==> src/rtl/burst_bus_scheduler.sv <==
// burst_bus_scheduler: N-master command scheduler in front of the PSRAM
// controller. It spaces commands by CMD_SPACING cycles, arbitrates with fixed
// priority or round-robin, streams write beats from the owning master, and
// routes returning read beats through an in-order tag FIFO.

// Per-master slot: turns the shared grant and FIFO head into this master's
// ready and read-valid bits.
module bbs_slot #(
  parameter int IDX_W = 1,
  parameter int INDEX = 0
) (
  input  logic             i_elig,
  input  logic             i_found,
  input  logic [IDX_W-1:0] i_gnt_idx,
  input  logic             i_rd_vld,
  input  logic             i_nonempty,
  input  logic [IDX_W-1:0] i_head,
  output logic             o_ready,
  output logic             o_rd_vld
);
  assign o_ready  = i_elig & i_found & (i_gnt_idx == IDX_W'(INDEX));
  assign o_rd_vld = i_rd_vld & i_nonempty & (i_head == IDX_W'(INDEX));
endmodule

module burst_bus_scheduler #(
  parameter int NUM_MASTERS     = 2,
  parameter int ADDR_WIDTH      = 21,
  parameter int DATA_WIDTH      = 64,
  parameter int MASK_WIDTH      = 8,
  parameter int BURST_BEATS     = 4,
  parameter int CMD_SPACING     = 14,
  parameter int MAX_OUTSTANDING = 4,
  parameter int RR_MODE         = 0
) (
  input  logic                              clk,
  input  logic                              resetn,
  input  logic [NUM_MASTERS-1:0]            m_cmd_en,
  input  logic [NUM_MASTERS-1:0]            m_cmd,
  input  logic [NUM_MASTERS*ADDR_WIDTH-1:0] m_addr,
  input  logic [NUM_MASTERS*DATA_WIDTH-1:0] m_wr_data,
  input  logic [NUM_MASTERS*MASK_WIDTH-1:0] m_data_mask,
  output logic [NUM_MASTERS-1:0]            m_ready,
  output logic [DATA_WIDTH-1:0]             m_rd_data,
  output logic [NUM_MASTERS-1:0]            m_rd_data_valid,
  input  logic                              mem_calib,
  output logic                              mem_cmd_en,
  output logic                              mem_cmd,
  output logic [ADDR_WIDTH-1:0]             mem_addr,
  output logic [DATA_WIDTH-1:0]             mem_wr_data,
  output logic [MASK_WIDTH-1:0]             mem_data_mask,
  input  logic [DATA_WIDTH-1:0]             mem_rd_data,
  input  logic                              mem_rd_data_valid,
  output logic                              err_orphan
);
  localparam int IDX_W = (NUM_MASTERS > 1) ? $clog2(NUM_MASTERS) : 1;
  localparam int PTR_W = (MAX_OUTSTANDING > 1) ? $clog2(MAX_OUTSTANDING) : 1;
  localparam int CNT_W = $clog2(MAX_OUTSTANDING + 1);
  localparam int SP_W  = $clog2(CMD_SPACING + 1);
  localparam int BT_W  = $clog2(BURST_BEATS + 1);

  // per-master views of the flattened buses
  logic [NUM_MASTERS-1:0][ADDR_WIDTH-1:0] w_addr;
  logic [NUM_MASTERS-1:0][DATA_WIDTH-1:0] w_wdat;
  logic [NUM_MASTERS-1:0][MASK_WIDTH-1:0] w_mask;
  assign w_addr = m_addr;
  assign w_wdat = m_wr_data;
  assign w_mask = m_data_mask;

  logic                   r_cmd_en, r_cmd;
  logic [ADDR_WIDTH-1:0]  r_addr;
  logic [DATA_WIDTH-1:0]  r_wr_data;
  logic [MASK_WIDTH-1:0]  r_wr_mask;
  logic [BT_W-1:0]        r_wr_left;
  logic [IDX_W-1:0]       r_wr_own;
  logic [SP_W-1:0]        r_space;
  logic [IDX_W-1:0]       r_last;
  logic [MAX_OUTSTANDING-1:0][IDX_W-1:0] r_tag;
  logic [PTR_W-1:0]       r_wp, r_rp;
  logic [CNT_W-1:0]       r_cnt;
  logic [BT_W-1:0]        r_beat;
  logic                   r_err;

  logic                   w_elig, w_found, w_acc, w_push, w_pop, w_beat_ok, w_nonempty;
  logic [IDX_W-1:0]       w_gnt_idx, w_head;

  assign w_nonempty = (r_cnt != '0);
  assign w_head     = r_tag[r_rp];
  // resetn gates eligibility so calib is ignored while held in reset
  assign w_elig     = resetn & mem_calib & (r_space == '0) &
                      (r_cnt != CNT_W'(MAX_OUTSTANDING));
  assign w_acc      = w_elig & w_found;
  assign w_push     = w_acc & ~m_cmd[w_gnt_idx];
  assign w_beat_ok  = mem_rd_data_valid & w_nonempty;
  assign w_pop      = w_beat_ok & (r_beat == BT_W'(BURST_BEATS - 1));

  // pick the winning requester: lowest index, or first after the last grant
  always_comb begin
    int c;
    c         = 0;
    w_found   = 1'b0;
    w_gnt_idx = '0;
    for (int i = 0; i < NUM_MASTERS; i++) begin
      if (RR_MODE != 0) c = (int'(r_last) + 1 + i) % NUM_MASTERS;
      else              c = i;
      if (!w_found && m_cmd_en[c]) begin
        w_found   = 1'b1;
        w_gnt_idx = IDX_W'(c);
      end
    end
  end

  genvar g;
  generate
    for (g = 0; g < NUM_MASTERS; g++) begin : g_slot
      bbs_slot #(.IDX_W(IDX_W), .INDEX(g)) u_slot (
        .i_elig     (w_elig),
        .i_found    (w_found),
        .i_gnt_idx  (w_gnt_idx),
        .i_rd_vld   (mem_rd_data_valid),
        .i_nonempty (w_nonempty),
        .i_head     (w_head),
        .o_ready    (m_ready[g]),
        .o_rd_vld   (m_rd_data_valid[g])
      );
    end
  endgenerate

  // command strobe, type and address for the accepted request
  always_ff @(posedge clk or negedge resetn) begin
    if (!resetn) begin
      r_cmd_en <= 1'b0;
      r_cmd    <= 1'b0;
      r_addr   <= '0;
    end else begin
      r_cmd_en <= w_acc;
      if (w_acc) begin
        r_cmd  <= m_cmd[w_gnt_idx];
        r_addr <= w_addr[w_gnt_idx];
      end
    end
  end

  // spacing counter: blocks grants for CMD_SPACING-1 cycles after acceptance
  always_ff @(posedge clk or negedge resetn) begin
    if (!resetn)              r_space <= '0;
    else if (w_acc)           r_space <= SP_W'(CMD_SPACING - 1);
    else if (r_space != '0)   r_space <= r_space - 1'b1;
  end

  // write beat pipe: first beat on acceptance, then the owner's next beats
  always_ff @(posedge clk or negedge resetn) begin
    if (!resetn) begin
      r_wr_data <= '0;
      r_wr_mask <= '0;
      r_wr_left <= '0;
      r_wr_own  <= '0;
    end else if (w_acc && m_cmd[w_gnt_idx]) begin
      r_wr_data <= w_wdat[w_gnt_idx];
      r_wr_mask <= w_mask[w_gnt_idx];
      r_wr_left <= BT_W'(BURST_BEATS - 1);
      r_wr_own  <= w_gnt_idx;
    end else if (r_wr_left != '0) begin
      r_wr_data <= w_wdat[r_wr_own];
      r_wr_mask <= w_mask[r_wr_own];
      r_wr_left <= r_wr_left - 1'b1;
    end else begin
      r_wr_data <= '0;
      r_wr_mask <= '0;
    end
  end

  // round-robin pointer; starts at the top so master 0 wins first
  always_ff @(posedge clk or negedge resetn) begin
    if (!resetn)    r_last <= IDX_W'(NUM_MASTERS - 1);
    else if (w_acc) r_last <= w_gnt_idx;
  end

  // read tag FIFO: owner index per outstanding read, in issue order
  always_ff @(posedge clk or negedge resetn) begin
    if (!resetn) begin
      r_tag <= '0;
      r_wp  <= '0;
      r_rp  <= '0;
      r_cnt <= '0;
    end else begin
      if (w_push) begin
        r_tag[r_wp] <= w_gnt_idx;
        r_wp <= (r_wp == PTR_W'(MAX_OUTSTANDING - 1)) ? '0 : r_wp + 1'b1;
      end
      if (w_pop)
        r_rp <= (r_rp == PTR_W'(MAX_OUTSTANDING - 1)) ? '0 : r_rp + 1'b1;
      if (w_push && !w_pop)      r_cnt <= r_cnt + 1'b1;
      else if (w_pop && !w_push) r_cnt <= r_cnt - 1'b1;
    end
  end

  // beat counter per read burst; a beat with nothing outstanding is an orphan
  always_ff @(posedge clk or negedge resetn) begin
    if (!resetn) begin
      r_beat <= '0;
      r_err  <= 1'b0;
    end else begin
      if (w_pop)          r_beat <= '0;
      else if (w_beat_ok) r_beat <= r_beat + 1'b1;
      if (mem_rd_data_valid && !w_nonempty) r_err <= 1'b1;
    end
  end

  assign m_rd_data     = mem_rd_data;
  assign mem_cmd_en    = r_cmd_en;
  assign mem_cmd       = r_cmd;
  assign mem_addr      = r_addr;
  assign mem_wr_data   = r_wr_data;
  assign mem_data_mask = r_wr_mask;
  assign err_orphan    = r_err;
endmodule
==> config.mk <==
export PLATFORM = sky130hd
export DESIGN_NAME = burst_bus_scheduler
export DESIGN_NICKNAME = d
export VERILOG_FILES = /design/src/rtl/burst_bus_scheduler.sv
export SDC_FILE = /design/constraint.sdc
export NUM_CORES = 1
export LEC_CHECK = 0
export ABC_AREA = 1
export BUFFER_PORTS_ARGS = -buffer_cell sky130_fd_sc_hd__buf_4
export CAP_MARGIN = 25
export CELL_PAD_IN_SITES_DETAIL_PLACEMENT = 1
export CELL_PAD_IN_SITES_GLOBAL_PLACEMENT = 2
export CORE_MARGIN = 1
export CORE_UTILIZATION = 22
export DETAILED_ROUTE_END_ITERATION = 8
export GPL_TIMING_DRIVEN = 0
export PLACE_DENSITY = 0.86
export SLEW_MARGIN = 20
export SYNTH_ARGS = -nofsm -noshare
export SYNTH_HDL_FRONTEND = slang
export SYNTH_SLANG_ARGS = --single-unit
==> constraint.sdc <==
create_clock -name clk -period 2.7 [get_ports clk]
set_clock_uncertainty 0.05 [all_clocks]
set_input_delay 0.135 -clock clk [delete_from_list [all_inputs] [get_ports clk]]
set_output_delay 0.135 -clock clk [all_outputs]
set_load 0.02 [all_outputs]
== Yosys cells after proc, flatten, opt, wreduce, memory -nomap -nowiden ==
Cells that the tools add are included.

* Add/subtract/negate cells: 7
* Magnitude comparators: 5
* Equal/unequal tests: 4
* Mux-type cells: 34
* Bitwise logic cells: 14
* Reductions and logical operators: 18

{| class="wikitable"
|+ Operators by type and width
! operator !! count
|-
| $mux 64 || 6
|-
| $mux 8 || 6
|-
| $mux 21 || 2
|-
| $mux 3 || 6
|-
| $and 1x1->1 || 11
|-
| $mux 4 || 2
|-
| $reduce_bool 2->1 || 4
|-
| $mux 1 || 7
|-
| $add 3x1->3 const B || 2
|-
| $logic_and 1x1->1 || 6
|-
| $lt 2x3->1 const B || 2
|-
| $reduce_bool 3->1 || 2
|-
| $sub 3x1->3 const B || 2
|-
| $add 2x1->2 const B || 2
|-
| $bwmux 4 || 1
|-
| $eq 2x2->1 const B || 2
|-
| $logic_not 1->1 || 4
|-
| $logic_not 4->1 || 1
|-
| $lt 1x2->1 const B || 2
|-
| $mux 2 || 2
|-
| $reduce_bool 4->1 || 1
|-
| $sub 4x1->4 const B || 1
|-
| $eq 3x2->1 const B || 1
|-
| $ne 3x3->1 const B || 1
|-
| other kinds (4) || 6
|}

* Register bits after elaboration: 118
* Input port bits: 258
* Output and inout port bits: 164

== Logic depth before layout (Yosys ltp) ==
* Word-level depth: 12
* Mapped depth: 13

== Hierarchy ==
Synthesis repeated with hierarchy kept, for this count alone.

* Cells, all modules: 1096
* Area, all modules: 7573.5 um^2

{| class="wikitable"
|+ Modules (own cells, without submodules)
! module !! instances !! cells an instance !! area each (um^2) !! seq. area each (um^2)
|-
| burst_bus_scheduler || 1 || 1086 || 7526.0 || 2952.8
|-
| bbs_slot (g_slot[1].u_slot) || 1 || 6 || 27.5 || 0.0
|-
| bbs_slot (g_slot[0].u_slot) || 1 || 4 || 20.0 || 0.0
|}

== Worst setup path before layout ==
Ideal clock, no wire load.

* Path kind: flip-flop to flip-flop
* From: register r_space[0]
* To: register r_cnt[2]
* Setup time: 131 ps
* Data arrival time: 2248 ps
* Data required time: 2519 ps
* Path slack: 272 ps
* Stages on the path, launching flop included: 14
* Buffers on the path: 1
* Path through: dfrtp_1 -> inv_1 -> ha_1 -> nand3_2 -> nor2_4 -> nand2_2 -> buf_2 -> nor2_2 -> ha_1 -> inv_1 -> fa_1 -> a21oi_1 -> o21ai_0 -> xor2_1

* Cells in the longest elaborated chain, start to end: 8
* Elaborated cells on any way between the ends: 10

{| class="wikitable"
|+ RTL lines
! what !! line !! source
|-
| from (decl) || 75 || <nowiki>logic [SP_W-1:0] r_space;</nowiki>
|-
| from (signal assigned) || 146 || <nowiki>else if (w_acc) r_space <= SP_W'(CMD_SPACING - 1);</nowiki>
|-
| from (signal assigned) || 147 || <nowiki>else if (r_space != '0) r_space <= r_space - 1'b1;</nowiki>
|-
| $logic_not 4->1 (*) || 89 || <nowiki>assign w_elig = resetn & mem_calib & (r_space == '0) &</nowiki>
|-
| $and 1x1->1 (*) (2 in series) || 89 ||
|-
| $and 1x1->1 (*) || 91 || <nowiki>assign w_acc = w_elig & w_found;</nowiki>
|-
| $and 1x1->1 (*) || 92 || <nowiki>assign w_push = w_acc & ~m_cmd[w_gnt_idx];</nowiki>
|-
| via w_push || 83 || <nowiki>logic w_elig, w_found, w_acc, w_push, w_pop, w_beat_ok, w_nonempty;</nowiki>
|-
| $logic_not 1->1 || 193 || <nowiki>else if (w_pop && !w_push) r_cnt <= r_cnt - 1'b1;</nowiki>
|-
| $logic_and 1x1->1 || 193 ||
|-
| $reduce_bool 2->1 (no source line) || - ||
|-
| to (signal assigned) || 192 || <nowiki>if (w_push && !w_pop) r_cnt <= r_cnt + 1'b1;</nowiki>
|-
| to (signal assigned) || 193 ||
|-
| to (decl) || 79 || <nowiki>logic [CNT_W-1:0] r_cnt;</nowiki>
|}

The timed path passes the listed nets; every way through them passes the cells marked *.
A chain may end at the register's enable or synchronous reset.

== Worst setup path in the final report ==
Ends and elaborated chain as after synthesis.

==> summary.txt <==
Status
  • Status: finished clean

Placement
  • Placed Area: 10900 sq um
  • Global placement routability congestion: 0.809
  • Dpl ws: -0.513 ns
  • Post-DP HPWL: 23.8 mm
  • Number of I/O port buffers: 357

Finish
  • FILL cells: between 4000 and 5000
  • Layout cell share with drive strength beyond 1: 32.0%
  • Fin nets: 1858
  • Final non-filler cell area: 12800 sq um
  • Syn-to-layout area delta: 68.5%

Power and ir drop
  • Final Power: 10.9 mW
  • PwrDens: approximately 850 nW/um^2
  • LEAKAGE: between 6 and 7 nW
  • Net Sw Frac: 40.9%
  • P_int: 6.44 mW
  • Flop pwr share: 27.5%
  • Psw: 4.45 mW
  • Logic pwr share: 48.5%
  • Clk pwr share: 23.9%
  • VDD IR max: roughly 0.00042 V

Floorplan
  • Cell Rows: 67
  • Core area: 33700 sq um
  • Die Y-Extent: 188 um
  • Io pins: roughly 420
  • Starting Density: roughly 22%
  • Die ar.: 35200 sq um
  • Die X: 188 um

GRT
  • First-pass GRT wire length: 51.5 mm
  • Antenna violations before repair: 2
  • Vias in the first global route: 9637
  • Met1 usage: 21.8%
  • Routing usage on met2: ~34%
  • M3 GR Usage: 3.63%
  • Grt total ovfl: 0
  • Largest net degree at the start of global routing: 50
  • GRT Util Overall: 18.6%
  • Grt peak-use layer: met2

Clocking
  • Root buf cell: clkbuf_16
  • CTS tree: done
  • Reg clk slew, reported paths: approximately 0.060 ns
  • CTS Buf Count: 17
  • Clock latency on the worst-skew pair: 0.42 ns
  • Sink Count: about 120
  • H-Tree Depth: 4
  • Max clock buf depth: 2

Yosys
  • Post-synthesis sequential area ratio: between 30% and 40%
  • Syn Area/Cell: 6.91 sq um
  • Main area contributors after synthesis: dfrtp_1, nand2_1, buf_4
  • Synthesized netlist cell count: ~1100
  • Mapped Nets: 1366
  • Top-area cell type share of the netlist area: ~39%
  • Biggest area consumer among synthesized cells: dfrtp_1
  • Cell variety after synth: 27
  • YS warnings: 0
  • Mapped Area: 7580 sq um
  • Post-synthesis register bit count: 118

Timing
  • RSZ-0062 raised after global routing: false
  • Worst rel slew slack: 62.0%
  • Final Slew Violations: 0
  • Final worst slack: about 0.19 ns
  • Min Tclk post-route: 2.51 ns
  • Final setup violation count: 0
  • Final hold vios: 0
  • Hold WS: 0.0136 ns
  • Sum Neg Setup Slack: 0 ns
  • Worst-margin pin slew: between 0.5 and 0.6 ns
  • Fmax: around 400 MHz
  • Post-route clock period utilization: between 90% and 100%

Critical path
  • CP Launch Type: register
  • Worst Path Required: 2.96 ns
  • CP Capture Type: register
  • Critical path class: register to register
  • Reg2reg setup slack: 0.19 ns
  • Worst-path maximum fanout: 10
  • Arr. time, crit path: 2.77 ns

Drt
  • # DRC: 0
  • Drt first-iter violations: 268
  • Via count: ~9000
  • DR WL/cell: 16.1 um
  • DR pass1 iterations: 4
  • Antenna Nets Post-Route: 0
  • Vias per inst: between 4 and 5
  • Routed wire length: 33.0 mm

Worst hold path
  • HP Class: input port to register

Job
  • Max_cap viols: 0
[worst max-delay path, stage by stage, from the launching register on]
cell and delay, ns:
dfrtp_1 0.39, inv_2 0.09, ha_2 0.19, nand3_2 0.13, nor2_4 0.12, nand2_2 0.11, buf_6 0.18, nor2_4 0.12
ha_1 0.17, inv_1 0.07, fa_1 0.39, a21oi_1 0.14, o21ai_0 0.11, xor2_1 0.15
[power by group through the flow]
| stage | logic [mW] | clock network, mW | registers (mW) |
|---|---|---|---|
| after floorplan | 2.04 | 0 | 3.82 |
| after global placement | 5.06 | 0 | 3.02 |
| after detailed placement | 5.19 | 0 | 3.01 |
| after CTS | 5.36 | 2.69 | 3.00 |
| after global routing | 5.79 | 2.75 | 3.09 |
| final | 5.29 | 2.60 | 3.00 |
[metrics by stage]
step / instances / utilization (%)
finish: 2050 / 37.9
global route: 2049 / 37.9
CTS: 2049 / 37.9
detailed placement: 1902 / 32.2
global placement: 1901 / 32.1
floorplan: 1096 / -
[cells in the mapped netlist]
cell	number
buf_1	4
a211oi_1	72
nor2_1	80
a21oi_1	3
xor2_1	2
nor2_8	2
xnor2_1	2
o21ai_0	78
ha_1	11
fa_1	1
nand2_2	4
nand4_1	8
buf_4	76
nand2_1	462
inv_1	92
nor2_2	2
nand3_1	11
o211ai_1	1
o21bai_1	1
inv_2	8
dfrtp_1	118
buf_2	14
clkbuf_1	35
buf_6	4
nor2_4	2
clkinv_1	1
nand3_2	2
[final timing paths]
kind                         startpoint         endpoint  depth (start not counted)
setup / recovery             r_space[0]         r_cnt[2]                         13
hold / removal             m_wr_data[5]   mem_wr_data[5]                          5
setup reg to reg             r_space[0]         r_cnt[2]                         13
hold reg to reg               r_beat[2]        r_beat[2]                          2
max in group asynchronous        resetn  mem_wr_data[35]                          6
min in group asynchronous        resetn      mem_addr[1]                          3
[state kept, by name, indices dropped and copies added, names as in the netlist]
register       count
err_orphan         1
mem_addr          21
mem_cmd            1
mem_cmd_en         1
mem_data_mask      8
mem_wr_data       64
r_beat             3
r_cnt              3
r_rp               2
r_space            4
r_tag              4
r_wp               2
r_wr_left          3
r_wr_own           1
[repair_timing]
item                                    CTS  global route
endpoints found under the hold margin   170             0
endpoints found under the setup margin    1             1
pin swaps                                 1             0
gates resized for setup                   2             4
setup buffers                             1             0
cloned                                    1             0
hold buffers                            113             0
[logic make-up (layout without fill, tap and decap cells)]
kind of cell	after synthesis	count (layout)	synth area share [%]
and+or+nand+nor	573	573	29.8
buffers and inverters	234	739	16.0
AOI/OAI and AO/OA	155	155	12.7
DFF	118	118	39.0
adders and majority gates	12	12	2.08
xor gates and xnor gates	4	4	0.462
other	0	1	0
[layer usage]
| layer | vias to the layer above | routed length [um] | part of all wire (%) |
|---|---|---|---|
| met5 | - | 13 | 0.039 |
| met4 | 2 | 781 | 2.4 |
| met3 | 40 | 1610 | 4.9 |
| met2 | 288 | 16800 | 51 |
| met1 | 4338 | 13800 | 42 |
| li1 | 4338 | - | - |
[layout by cell type (no fill, tap or decap), types with 2 or more instances in the layout]
master / netlist / routed
nand2_2: 4 / 4
nor2_8: 2 / 2
buf_4: 76 / 433
bufinv_16: 0 / 5
nor2_4: 2 / 3
buf_16: 0 / 5
buf_1: 4 / 4
a211oi_1: 72 / 72
nand3_2: 2 / 2
dlygate4sd3_1: 0 / 108
nand4_1: 8 / 8
nor2_1: 80 / 80
buf_2: 14 / 13
clkinv_4: 0 / 2
ha_1: 11 / 10
inv_2: 8 / 10
buf_6: 4 / 5
clkbuf_1: 35 / 36
inv_1: 92 / 90
xnor2_1: 2 / 2
clkinvlp_4: 0 / 3
a21oi_1: 3 / 3
clkbuf_16: 0 / 17
xor2_1: 2 / 2
nand3_1: 11 / 11
inv_6: 0 / 3
dfrtp_1: 118 / 118
o21ai_0: 78 / 78
nand2_1: 462 / 462
[final cells by class]
class	instances	area, sq um	share of cell area, %
Inverter	101	379	2.97
Tap cell	448	561	4.39
Clock buffer	18	429	3.36
Sequential cell	118	2950	23.1
Antenna cell	1	2.50	0.0196
Timing Repair Buffer	473	3970	31.1
Clock inverter	14	221	1.73
Buffer	133	838	6.56
Multi-Input combinational cell	744	3420	26.8
(Power assumes the default switching activity.)
